**config.mk**
```make
export PLATFORM = sky130hd
export DESIGN_NAME = gcd_stein_unit
export DESIGN_NICKNAME = d
export VERILOG_FILES = /design/src/rtl/gcd_stein_unit.sv
export SDC_FILE = /design/constraint.sdc
export NUM_CORES = 1
export LEC_CHECK = 0
export CORE_AREA = 2 2 111 113
export CTS_BUF_LIST = sky130_fd_sc_hd__clkbuf_8
export CTS_CLUSTER_DIAMETER = 150
export DETAILED_ROUTE_END_ITERATION = 8
export DIE_AREA = 0 0 113 115
export DONT_BUFFER_PORTS = 1
export GPL_ROUTABILITY_DRIVEN = 0
export PLACE_DENSITY = 0.69
export SYNTH_ARGS = -nofsm -noshare
export SYNTH_HDL_FRONTEND = slang
export SYNTH_SLANG_ARGS = --single-unit
```
**constraint.sdc**
```tcl
create_clock -name clk -period 2.9 [get_ports clk]
set_input_delay 0.58 -clock clk [delete_from_list [all_inputs] [get_ports clk]]
set_output_delay 0.58 -clock clk [all_outputs]
set_load 0.1 [all_outputs]
```
**src/rtl/gcd_stein_unit.sv**
```systemverilog
`default_nettype none
// ============================================================================
// Module  : gcd_stein_unit
// Brief   : Iterative binary (Stein) GCD with iteration count and zero flag.
// Revision: 1.0
// ============================================================================
module gcd_stein_unit #(
    parameter int WIDTH = 16,
    parameter int CNT_W = 8
) (
    input  logic             clk,
    input  logic             rst,
    input  logic             start,
    input  logic [WIDTH-1:0] a,
    input  logic [WIDTH-1:0] b,
    output logic             busy,
    output logic             done,
    output logic [WIDTH-1:0] gcd,
    output logic             zero_err,
    output logic [CNT_W-1:0] iters
);

    localparam int SH_W = $clog2(WIDTH) + 1;

    localparam logic [1:0] S_IDLE   = 2'd0;
    localparam logic [1:0] S_CALC   = 2'd1;
    localparam logic [1:0] S_FINISH = 2'd2;

    logic [1:0]       r_state;
    logic [WIDTH-1:0] r_ra;
    logic [WIDTH-1:0] r_rb;
    logic [SH_W-1:0]  r_shift;
    logic [CNT_W-1:0] r_cnt;
    logic [WIDTH-1:0] r_gcd;
    logic             r_zero_err;
    logic [CNT_W-1:0] r_iters;

    logic             w_ra_zero;
    logic             w_rb_zero;
    logic             w_ra_even;
    logic             w_rb_even;
    logic [CNT_W-1:0] w_cnt_inc;
    logic [WIDTH-1:0] w_diff_ab;
    logic [WIDTH-1:0] w_diff_ba;
    logic [WIDTH-1:0] w_base;

    assign w_ra_zero = (r_ra == '0);
    assign w_rb_zero = (r_rb == '0);
    assign w_ra_even = ~r_ra[0];
    assign w_rb_even = ~r_rb[0];
    assign w_cnt_inc = (&r_cnt) ? r_cnt : r_cnt + CNT_W'(1);
    assign w_diff_ab = r_ra - r_rb;
    assign w_diff_ba = r_rb - r_ra;
    // The surviving operand: rb when ra has reached zero, otherwise ra.
    assign w_base    = w_ra_zero ? r_rb : r_ra;

    always_ff @(posedge clk) begin
        if (rst) begin
            r_state    <= S_IDLE;
            r_ra       <= '0;
            r_rb       <= '0;
            r_shift    <= '0;
            r_cnt      <= '0;
            r_gcd      <= '0;
            r_zero_err <= 1'b0;
            r_iters    <= '0;
        end else begin
            case (r_state)
                S_IDLE: begin
                    if (start) begin
                        r_ra    <= a;
                        r_rb    <= b;
                        r_shift <= '0;
                        r_cnt   <= '0;
                        r_state <= S_CALC;
                    end
                end
                S_CALC: begin
                    r_cnt <= w_cnt_inc;
                    if (w_ra_zero && w_rb_zero) begin
                        r_gcd      <= '0;
                        r_zero_err <= 1'b1;
                        r_iters    <= w_cnt_inc;
                        r_state    <= S_FINISH;
                    end else if (w_ra_zero || w_rb_zero || (r_ra == r_rb)) begin
                        r_gcd      <= w_base << r_shift;
                        r_zero_err <= 1'b0;
                        r_iters    <= w_cnt_inc;
                        r_state    <= S_FINISH;
                    end else if (w_ra_even && w_rb_even) begin
                        r_ra    <= r_ra >> 1;
                        r_rb    <= r_rb >> 1;
                        r_shift <= r_shift + SH_W'(1);
                    end else if (w_ra_even) begin
                        r_ra <= r_ra >> 1;
                    end else if (w_rb_even) begin
                        r_rb <= r_rb >> 1;
                    end else if (r_ra > r_rb) begin
                        r_ra <= w_diff_ab >> 1;
                    end else begin
                        r_rb <= w_diff_ba >> 1;
                    end
                end
                S_FINISH: begin
                    r_state <= S_IDLE;
                end
                default: begin
                    r_state <= S_IDLE;
                end
            endcase
        end
    end

    assign busy     = (r_state == S_CALC) || (r_state == S_FINISH);
    assign done     = (r_state == S_FINISH);
    assign gcd      = r_gcd;
    assign zero_err = r_zero_err;
    assign iters    = r_iters;

endmodule
`default_nettype wire

```
### Word level (Yosys, flattened, before mapping)

Cells that the tools add are included.
W data, S select, Z words.

| cells by class | value |
|---|---|
| $add $sub $neg | 4 |
| $lt $le $gt $ge | 1 |
| eq/ne operators | 12 |
| shift-type cells | 1 |
| multiplexer cells | 35 |
| bitwise gates (word level) | 2 |
| reduce and logical (&&, ||, !) cells | 19 |

Operator list:

| operator | count |
|---|---|
| $mux W16 | 17 |
| $pmux W16 S2 | 2 |
| $logic_not A16 Y1 | 2 |
| $mux W8 | 4 |
| $sub A16 B16 Y16 | 2 |
| $mux W5 | 4 |
| $eq A16 B16 Y1 | 1 |
| $gt A16 B16 Y1 | 1 |
| $pmux W8 S2 | 1 |
| $shl A16 B5 Y16 | 1 |
| $ne A4 B4 Y1 const B | 3 |
| $reduce_and A6 Y1 | 2 |
| $pmux W5 S2 | 1 |
| $reduce_and A5 Y1 | 2 |
| $add A8 B1 Y8 const B | 1 |
| $ne A2 B2 Y1 const B | 4 |
| $reduce_and A8 Y1 | 1 |
| $mux W2 | 3 |
| $ne A3 B3 Y1 const B | 2 |
| $reduce_and A2 Y1 | 3 |
| $add A5 B1 Y5 const B | 1 |
| $pmux W2 S2 | 1 |
| $reduce_and A4 Y1 | 1 |
| $reduce_bool A2 Y1 | 2 |
| 7 further kinds | 12 |

| word-level totals | value |
|---|---|
| flip-flop bits (word level) | 72 |
| input port bits | 35 |
| logic and storage cells | 84 |

### Depth between registers and ports, before layout

Gate-level depths: netlist (run 1).

| depth | value |
|---|---|
| word-level depth | 8 |
| gate-level depth with buffers | 13 |

### Worst setup path before layout (run 1)

Ideal clock, no wire load.

| path | value |
|---|---|
| kind | register -> register |
| start point | reg r_ra[0] |
| end point | reg r_ra[1] |
| setup time | 0.095 ns |
| data arrival time | 2.796 ns |
| slack | 0.008 ns |
| cell stages (with the launch flop) | 13 |
| path buffers | 3 |
| period minus slack after synthesis | 2.892 ns |
| path through | dfxtp_1 inv_1 ha_1 fa_1 nand2b_1 a211oi_2 o21ai_1 a31oi_2 buf_2 o211ai_1 buf_2 buf_2 a221oi_1 |

| on the way | value |
|---|---|
| longest elaborated chain between the ends | 8 |
| elaborated cells on any way between the ends | 21 |
| classes of those cells | 1 x add/sub; 1 x order compare; 5 x eq/ne; 7 x mux; 1 x bitwise; 6 x reduce/logical |

Ends and longest elaborated chain:

| what | line | RTL |
|---|---|---|
| start: declaration | 30 | `logic [WIDTH-1:0] r_ra;` |
| start signal: assignment | 91 | `r_ra <= r_ra >> 1;` |
| start signal: assignment | 95 | `r_ra <= r_ra >> 1;` |
| start signal: assignment | 99 | `r_ra <= w_diff_ab >> 1;` |
| $sub A16 B16 Y16 | 52 | `assign w_diff_ab = r_ra - r_rb;` |
| $mux W16 | 98 | `end else if (r_ra > r_rb) begin` |
| $mux W16 | 96 | `end else if (w_rb_even) begin` |
| $mux W16 | 94 | `end else if (w_ra_even) begin` |
| $mux W16 | 90 | `end else if (w_ra_even && w_rb_even) begin` |
| $mux W16 | 85 | `end else if (w_ra_zero \|\| w_rb_zero \|\| (r_ra == r_rb)) begin` |
| $mux W16 | 80 | `if (w_ra_zero && w_rb_zero) begin` |
| $pmux W16 S2 | 68 | `case (r_state)` |

Several ways; a longest one is shown, not always the timed one. The select of a mux whose other input is x is not followed.
A chain may end at the register's enable or synchronous reset.

### Worst setup path in the final report (run 1)

| path | value |
|---|---|
| start point | reg r_rb[7] |
| end point | reg r_rb[10] |

| on the way | value |
|---|---|
| longest elaborated chain between the ends | 8 |
| elaborated cells on any way between the ends | 18 |
| classes of those cells | 1 x add/sub; 1 x order compare; 4 x eq/ne; 7 x mux; 5 x reduce/logical |

Ends and longest elaborated chain:

| what | line | RTL |
|---|---|---|
| start: declaration | 31 | `logic [WIDTH-1:0] r_rb;` |
| start signal: assignment | 92 | `r_rb <= r_rb >> 1;` |
| start signal: assignment | 97 | `r_rb <= r_rb >> 1;` |
| start signal: assignment | 101 | `r_rb <= w_diff_ba >> 1;` |
| $sub A16 B16 Y16 | 53 | `assign w_diff_ba = r_rb - r_ra;` |
| $mux W16 | 98 |  |
| $mux W16 | 96 |  |
| $mux W16 | 94 |  |
| $mux W16 | 90 |  |
| $mux W16 | 85 |  |
| $mux W16 | 80 |  |
| $pmux W16 S2 | 68 |  |

Several ways; a longest one is shown, not always the timed one. The select of a mux whose other input is x is not followed.

==> metrics, run 1 <==
number of enable flip-flop cells after synthesis 0; I/O pin cnt 62; die span in y 115 um; CTS Root Cell clkbuf_8; Die Wd 113 um; Req. time, crit path 3.22 ns; register area share after synthesis 0.251; Clock Path Buffers 2; Seq. cell area 1450 um^2; PortBufs 0; Final period util 0.973; Multi-input gate area 4140 um^2; GRT Total Usage 0.270; run status complete, but fails checks; HPWL after DPL 13.1 mm; final setup fails 0; Layout area overhead 17.7%; Worst Tran Pin Value 1.02 ns; path type of the worst min-delay path in -> reg; wire per inst 19.1 um; Post-route DRC 4; global-route wire length before repair 28.0 mm; crit path max-delay cell type dfxtp_1; CP cell instances ha_1 -> a21oi_2 -> nor3_1 -> a311oi_2 -> buf_4 -> a31oi_4 -> buf_6 -> a31o_4 -> buf_12 -> or3_1 -> a21oi_1; max incr delay on CP 0.47 ns; synthesized net count 818; worst setup path start r_rb[7]; final core occ 0.572; clk sinks 72; Placement Cell Area 6280 um^2; Pins Over Slew Limit 0; Routed Antenna Nets 0; Async S/R FF share, synth 0; Vias/cell 6.39; violated checks DRC; Clk pin slew, worst setup/hold paths 0.08 ns; Synth top area share 0.251; Fin Setup TNS 0 ns; WP data arrival 3.14 ns; R2R setup slack 0.08 ns; Synth Flop Type dfxtp_1; top post-synthesis cells by count 85 x a21oi_1, 79 x nor2_1, 72 x dfxtp_1, 57 x nand2_1, 39 x inv_1; die area 13000 um^2; HP Start rst; yosys warns 0; worst skew pair latency 0.40 ns; clock skew 0.0197 ns; area leader, netlist dfxtp_1; Post-Syn Area 5740 um^2; Num CTS Buffers 9; synth top area cells dfxtp_1 25%, ha_1 8.3%, a21oi_1 7.4%; CP top delay family compound AO/OA/AOI/OAI gates; Finished Cell Area 6750 um^2; final worst path period need 2.82 ns; fillers 1067; cell with the most instances after synthesis a21oi_1; nets@finish 858; count of cell types in the netlist 73; via count of the first global-routing pass 5576; Starting Density 0.486; aggregate routed wire length 17.8 mm; H-tree Lvls 3; Slew headroom 0.321; Fmax 354 MHz; Syn Inst Count 743; row cnt 40; Mapped Avg Cell Area 7.73 um^2; #FFs+latches synth 72; vias 5971; share of layout cells above drive strength 1 0.217; worst-path fanout max 8; Crit Path Category reg -> reg; largest net degree at the start of global routing 79; CP Buf/Inv Count 3; core box area 11800 um^2; Startpoint Class flip-flop; # diodes 0; CTS tree yes; Iteration-0 DRC Markers 566; iteration count of the initial detailed-routing pass 7; maxcap violations 0; initial antenna violation count 0; worst r2r src r_rb[7]; global route overflow 0; kind of end point of the critical path flip-flop; final hold violations 0
==> metal layers <==
| layer | part of all wire | GRT usage | up-vias |
|---|---|---|---|
| li1 | - | - | 2789 |
| met1 | 0.41 | 0.344 | 2813 |
| met2 | 0.47 | 0.429 | 323 |
| met3 | 0.090 | 0.0648 | 46 |
| met4 | 0.035 | 0.137 | 0 |
| met5 | 0 | 0 | - |
==> timing repair <==
action / CTS / global route
cloned: 0 / 1
buffers inserted: 2 / 3
pin swaps: 4 / 11
hold buffers: 0 / 0
endpoints found under the setup margin: 10 / 36
gates resized for setup: 7 / 49
==> final cells by class <==
cell class / instances / area share
well taps: 147 / 0.0272
clock buffers: 9 / 0.0183
repair buffers: 82 / 0.0973
inverters: 39 / 0.0217
multi-input cells: 579 / 0.612
clock inverters: 7 / 0.00889
flip-flops and latches: 72 / 0.214
==> cells in the final DEF, fill, tap and decap left out, drive strengths merged, types with 7 or more instances in the layout <==
| cell type | Yosys | routed |
|---|---|---|
| a211oi | 16 | 16 |
| a21o | 7 | 7 |
| a21oi | 87 | 87 |
| a221oi | 11 | 11 |
| a22oi | 11 | 11 |
| a31oi | 7 | 7 |
| buf | 23 | 81 |
| clkbuf | 30 | 10 |
| dfxtp | 72 | 72 |
| ha | 38 | 38 |
| inv | 39 | 43 |
| mux2 | 9 | 9 |
| mux2i | 22 | 22 |
| nand2 | 59 | 59 |
| nand2b | 13 | 13 |
| nand3b | 7 | 7 |
| nor2 | 79 | 79 |
| nor2b | 8 | 8 |
| nor3 | 16 | 16 |
| nor4 | 12 | 12 |
| o211ai | 8 | 8 |
| o21ai | 27 | 27 |
| or3 | 12 | 12 |
| xnor2 | 16 | 16 |
| xor2 | 14 | 14 |
==> registers in the layout (all words and copies together), names as in the netlist <==
signal	cells
gcd	16
r_ra	16
r_rb	16
iters	8
r_cnt	8
r_shift	5
r_state	2
zero_err	1
==> path summary, 6_finish.rpt <==
check,endpoint,cells past startpoint
hold reg to reg,r_rb[5],2
setup / recovery,r_rb[10],11
setup reg to reg,r_rb[10],11
hold / removal,r_ra[9],1
==> stage by stage <==
stage | std cells | setup slack (ns) | hold slack, ns
2_1_floorplan | 743 | 0.00841 | 0.472
3_3_place_gp | 913 | 0.0393 | 0.471
3_5_place_dp | 913 | -0.140 | 0.475
4_1_cts | 931 | 0.000280 | 0.242
5_1_grt | 935 | -0.0590 | 0.250
6_report | 935 | 0.0780 | 0.260
==> cell families after synthesis <==
group,share of synthesized area
adders and majority gates,0.0898
and+or+nand+nor,0.201
xor gates and xnor gates,0.0458
muxes,0.0678
DFF,0.251
AOI/OAI and AO/OA,0.279
buffers and inverters,0.0652
Power of run 1 is not shown: default switching activity piles up to over one toggle a cycle in this logic, so the estimate is an artifact.
==> inputs of run 2 (changes only) <==
--- a/config.mk
+++ b/config.mk
@@ -12,6 +12,7 @@
 export DIE_AREA = 0 0 113 115
 export DONT_BUFFER_PORTS = 1
 export GPL_ROUTABILITY_DRIVEN = 0
+export GPL_TIMING_DRIVEN = 0
 export PLACE_DENSITY = 0.69
 export SYNTH_ARGS = -nofsm -noshare
 export SYNTH_HDL_FRONTEND = slang
==> run 2 against run 1 <==
Compared with the run above: the run ends with DRC, setup timing left; critical path type unchanged; first-iteration DRC count increased by 48%; critical endpoint is now r_ra[10]; die area unchanged; fmax is 3.4% lower.
==> metrics, run 2 (synthesis gave the netlist of run 1 again) <==
final setup fails 1 (+1); # diodes 0 (unchanged); clk sinks 72 (unchanged); run status complete, but fails checks; CTS tree yes; PortBufs 0 (unchanged); path type of the worst min-delay path in -> reg; most used cell, CP buf_4; Worst Tran Pin Value 1.02 ns (-0.00208 ns); Starting Density 0.486 (unchanged); Placement Cell Area 5920 um^2 (-5.7%); GRT Total Usage 0.307 (+0.0373); Finished Cell Area 7110 um^2 (+5.3%); row cnt 40 (unchanged); CP cell instances ha_1 -> buf_6 -> nand4_1 -> buf_4 -> nor4_4 -> buf_4 -> a211o_4 -> a21oi_4 -> buf_4 -> o211ai_1 -> buf_4 -> or3_4 -> o32ai_1; hold_ws 0.344 ns (+0.0845 ns); vias 6452 (+8.1%); RSZ-0062 raised after global routing true; worst setup margin -0.0224 ns (-0.100 ns); iteration count of the initial detailed-routing pass 7 (unchanged); Fin Setup TNS -0.0224 ns (-0.0224 ns); final hold violations 0 (unchanged); core box area 11800 um^2 (unchanged); Vias/cell 6.75 (+5.7%); wire per inst 22.2 um (+17%); Post-route DRC 4 (unchanged); fillers 1000 (-6.3%); Crit Path Category reg -> reg; Clock Path Buffers 2 (unchanged); met2 WL post-DR 9.47 mm (+14%); Pins Over Slew Limit 0 (unchanged); DR top layer met4; Metal-1 WL 8.19 mm (+13%); number of stages on the worst setup path 13 (+2); max incr delay on CP 0.38 ns (-0.09 ns); Layout area overhead 23.9%; met3 wire length 2.42 mm (+50%); violated checks DRC, setup timing; CTS Root Cell clkbuf_8; CP Buf/Inv Count 5 (+2); Die Wd 113 um (unchanged); WHS Path Cells 2 (+1); HPWL after DPL 14.2 mm (+8.6%); via count of the first global-routing pass 6045 (+8.4%); Fmax 342 MHz (-3.4%); Startpoint Class flip-flop; Slew headroom 0.322 (+0.00139); crit path max-delay cell type dfxtp_4; die span in y 115 um (unchanged); Iteration-0 DRC Markers 838 (+48%); Req. time, crit path 3.18 ns (-0.04 ns); worst skew pair latency 0.39 ns (about the same); maxcap violations 0 (unchanged); kind of end point of the critical path flip-flop; nets@finish 879 (+2.4%); most common cell after layout, fill and taps aside a21oi_1; Clk pin slew, worst setup/hold paths 0.10 ns (+0.02 ns); worst-path fanout max 5 (-3); FF-to-FF path depth 13 (+2); largest net degree at the start of global routing 16 (-80%); initial antenna violation count 0 (unchanged); share of layout cells above drive strength 1 0.258 (+0.0413); Routed Antenna Nets 0 (unchanged); Final period util 1.01 (+0.0346); aggregate routed wire length 21.2 mm (+19%); die area 13000 um^2 (unchanged); I/O pin cnt 62 (unchanged); Num CTS Buffers 9 (unchanged); H-tree Lvls 3 (unchanged); WP data arrival 3.20 ns (+0.06 ns); global-route wire length before repair 31.4 mm (+12%); CP top delay family compound AO/OA/AOI/OAI gates; clock skew 0.0141 ns (-0.00560 ns); final worst path period need 2.92 ns (+0.100 ns); global route overflow 0 (unchanged); most frequent cells in the layout 81 x a21oi_1, 72 x nor2_1, 52 x nand2_1, 51 x buf_4, 44 x dfxtp_1
-- run 2: final cells by class --
| cell class | count | area [um^2] | share of cell area |
|---|---|---|---|
| plain buffers | 51 | 303 | 0.0426 |
| inverters | 39 | 151 | 0.0213 |
| clock inverters | 7 | 63.8 | 0.00897 |
| well taps | 147 | 184 | 0.0259 |
| repair buffers | 52 | 418 | 0.0588 |
| flip-flops and latches | 72 | 1510 | 0.212 |
| multi-input cells | 579 | 4360 | 0.613 |
| clock buffers | 9 | 124 | 0.0174 |
-- run 2: worst reg2reg max path: stages (launching register included) --
cell and delay [ns]:
dfxtp_4 0.38, ha_1 0.30, buf_6 0.12, nand4_1 0.10
buf_4 0.14, nor4_4 0.03, buf_4 0.16, a211o_4 0.36
a21oi_4 0.20, buf_4 0.15, o211ai_1 0.14, buf_4 0.22
or3_4 0.38, o32ai_1 0.12
-- run 2: routing by layer --
layer  GRT usage  vias to the layer above
met2       0.479                      450
met1       0.389                     3052
li1            -                     2831
met3      0.0849                      119
met4       0.164                        0
met5           0                        -
-- run 2: metrics by stage --
stage                     instances   util  setup WS (ns)
final                           956  0.602        -0.0224
after global routing            956  0.602        -0.0948
after CTS                       940  0.566        -0.0390
after detailed placement        890  0.502         -0.811
after global placement          890  0.502         -0.825
after floorplan                 743      -        0.00841
-- run 2: what timing repair did --
item / 4_1_cts / 5_1_grt
pin swaps: 20 / 30
hold buffers: 0 / 0
endpoints found under the setup margin: 50 / 44
endpoints found under the hold margin: 0 / 0
gates cloned: 1 / 1
setup buffers: 33 / 18
gates resized for setup: 99 / 87
-- run 2: path summary, 6_finish.rpt --
| kind | from | endpoint | slack, ns |
|---|---|---|---|
| max | r_rb[8] | r_ra[10] | -0.02 |
| min | a[0] | r_ra[0] | 0.34 |
| max reg2reg | r_rb[8] | r_ra[10] | -0.02 |
| min reg2reg | r_shift[4] | r_shift[4] | 0.51 |
Power of run 2 is left out for the same reason.
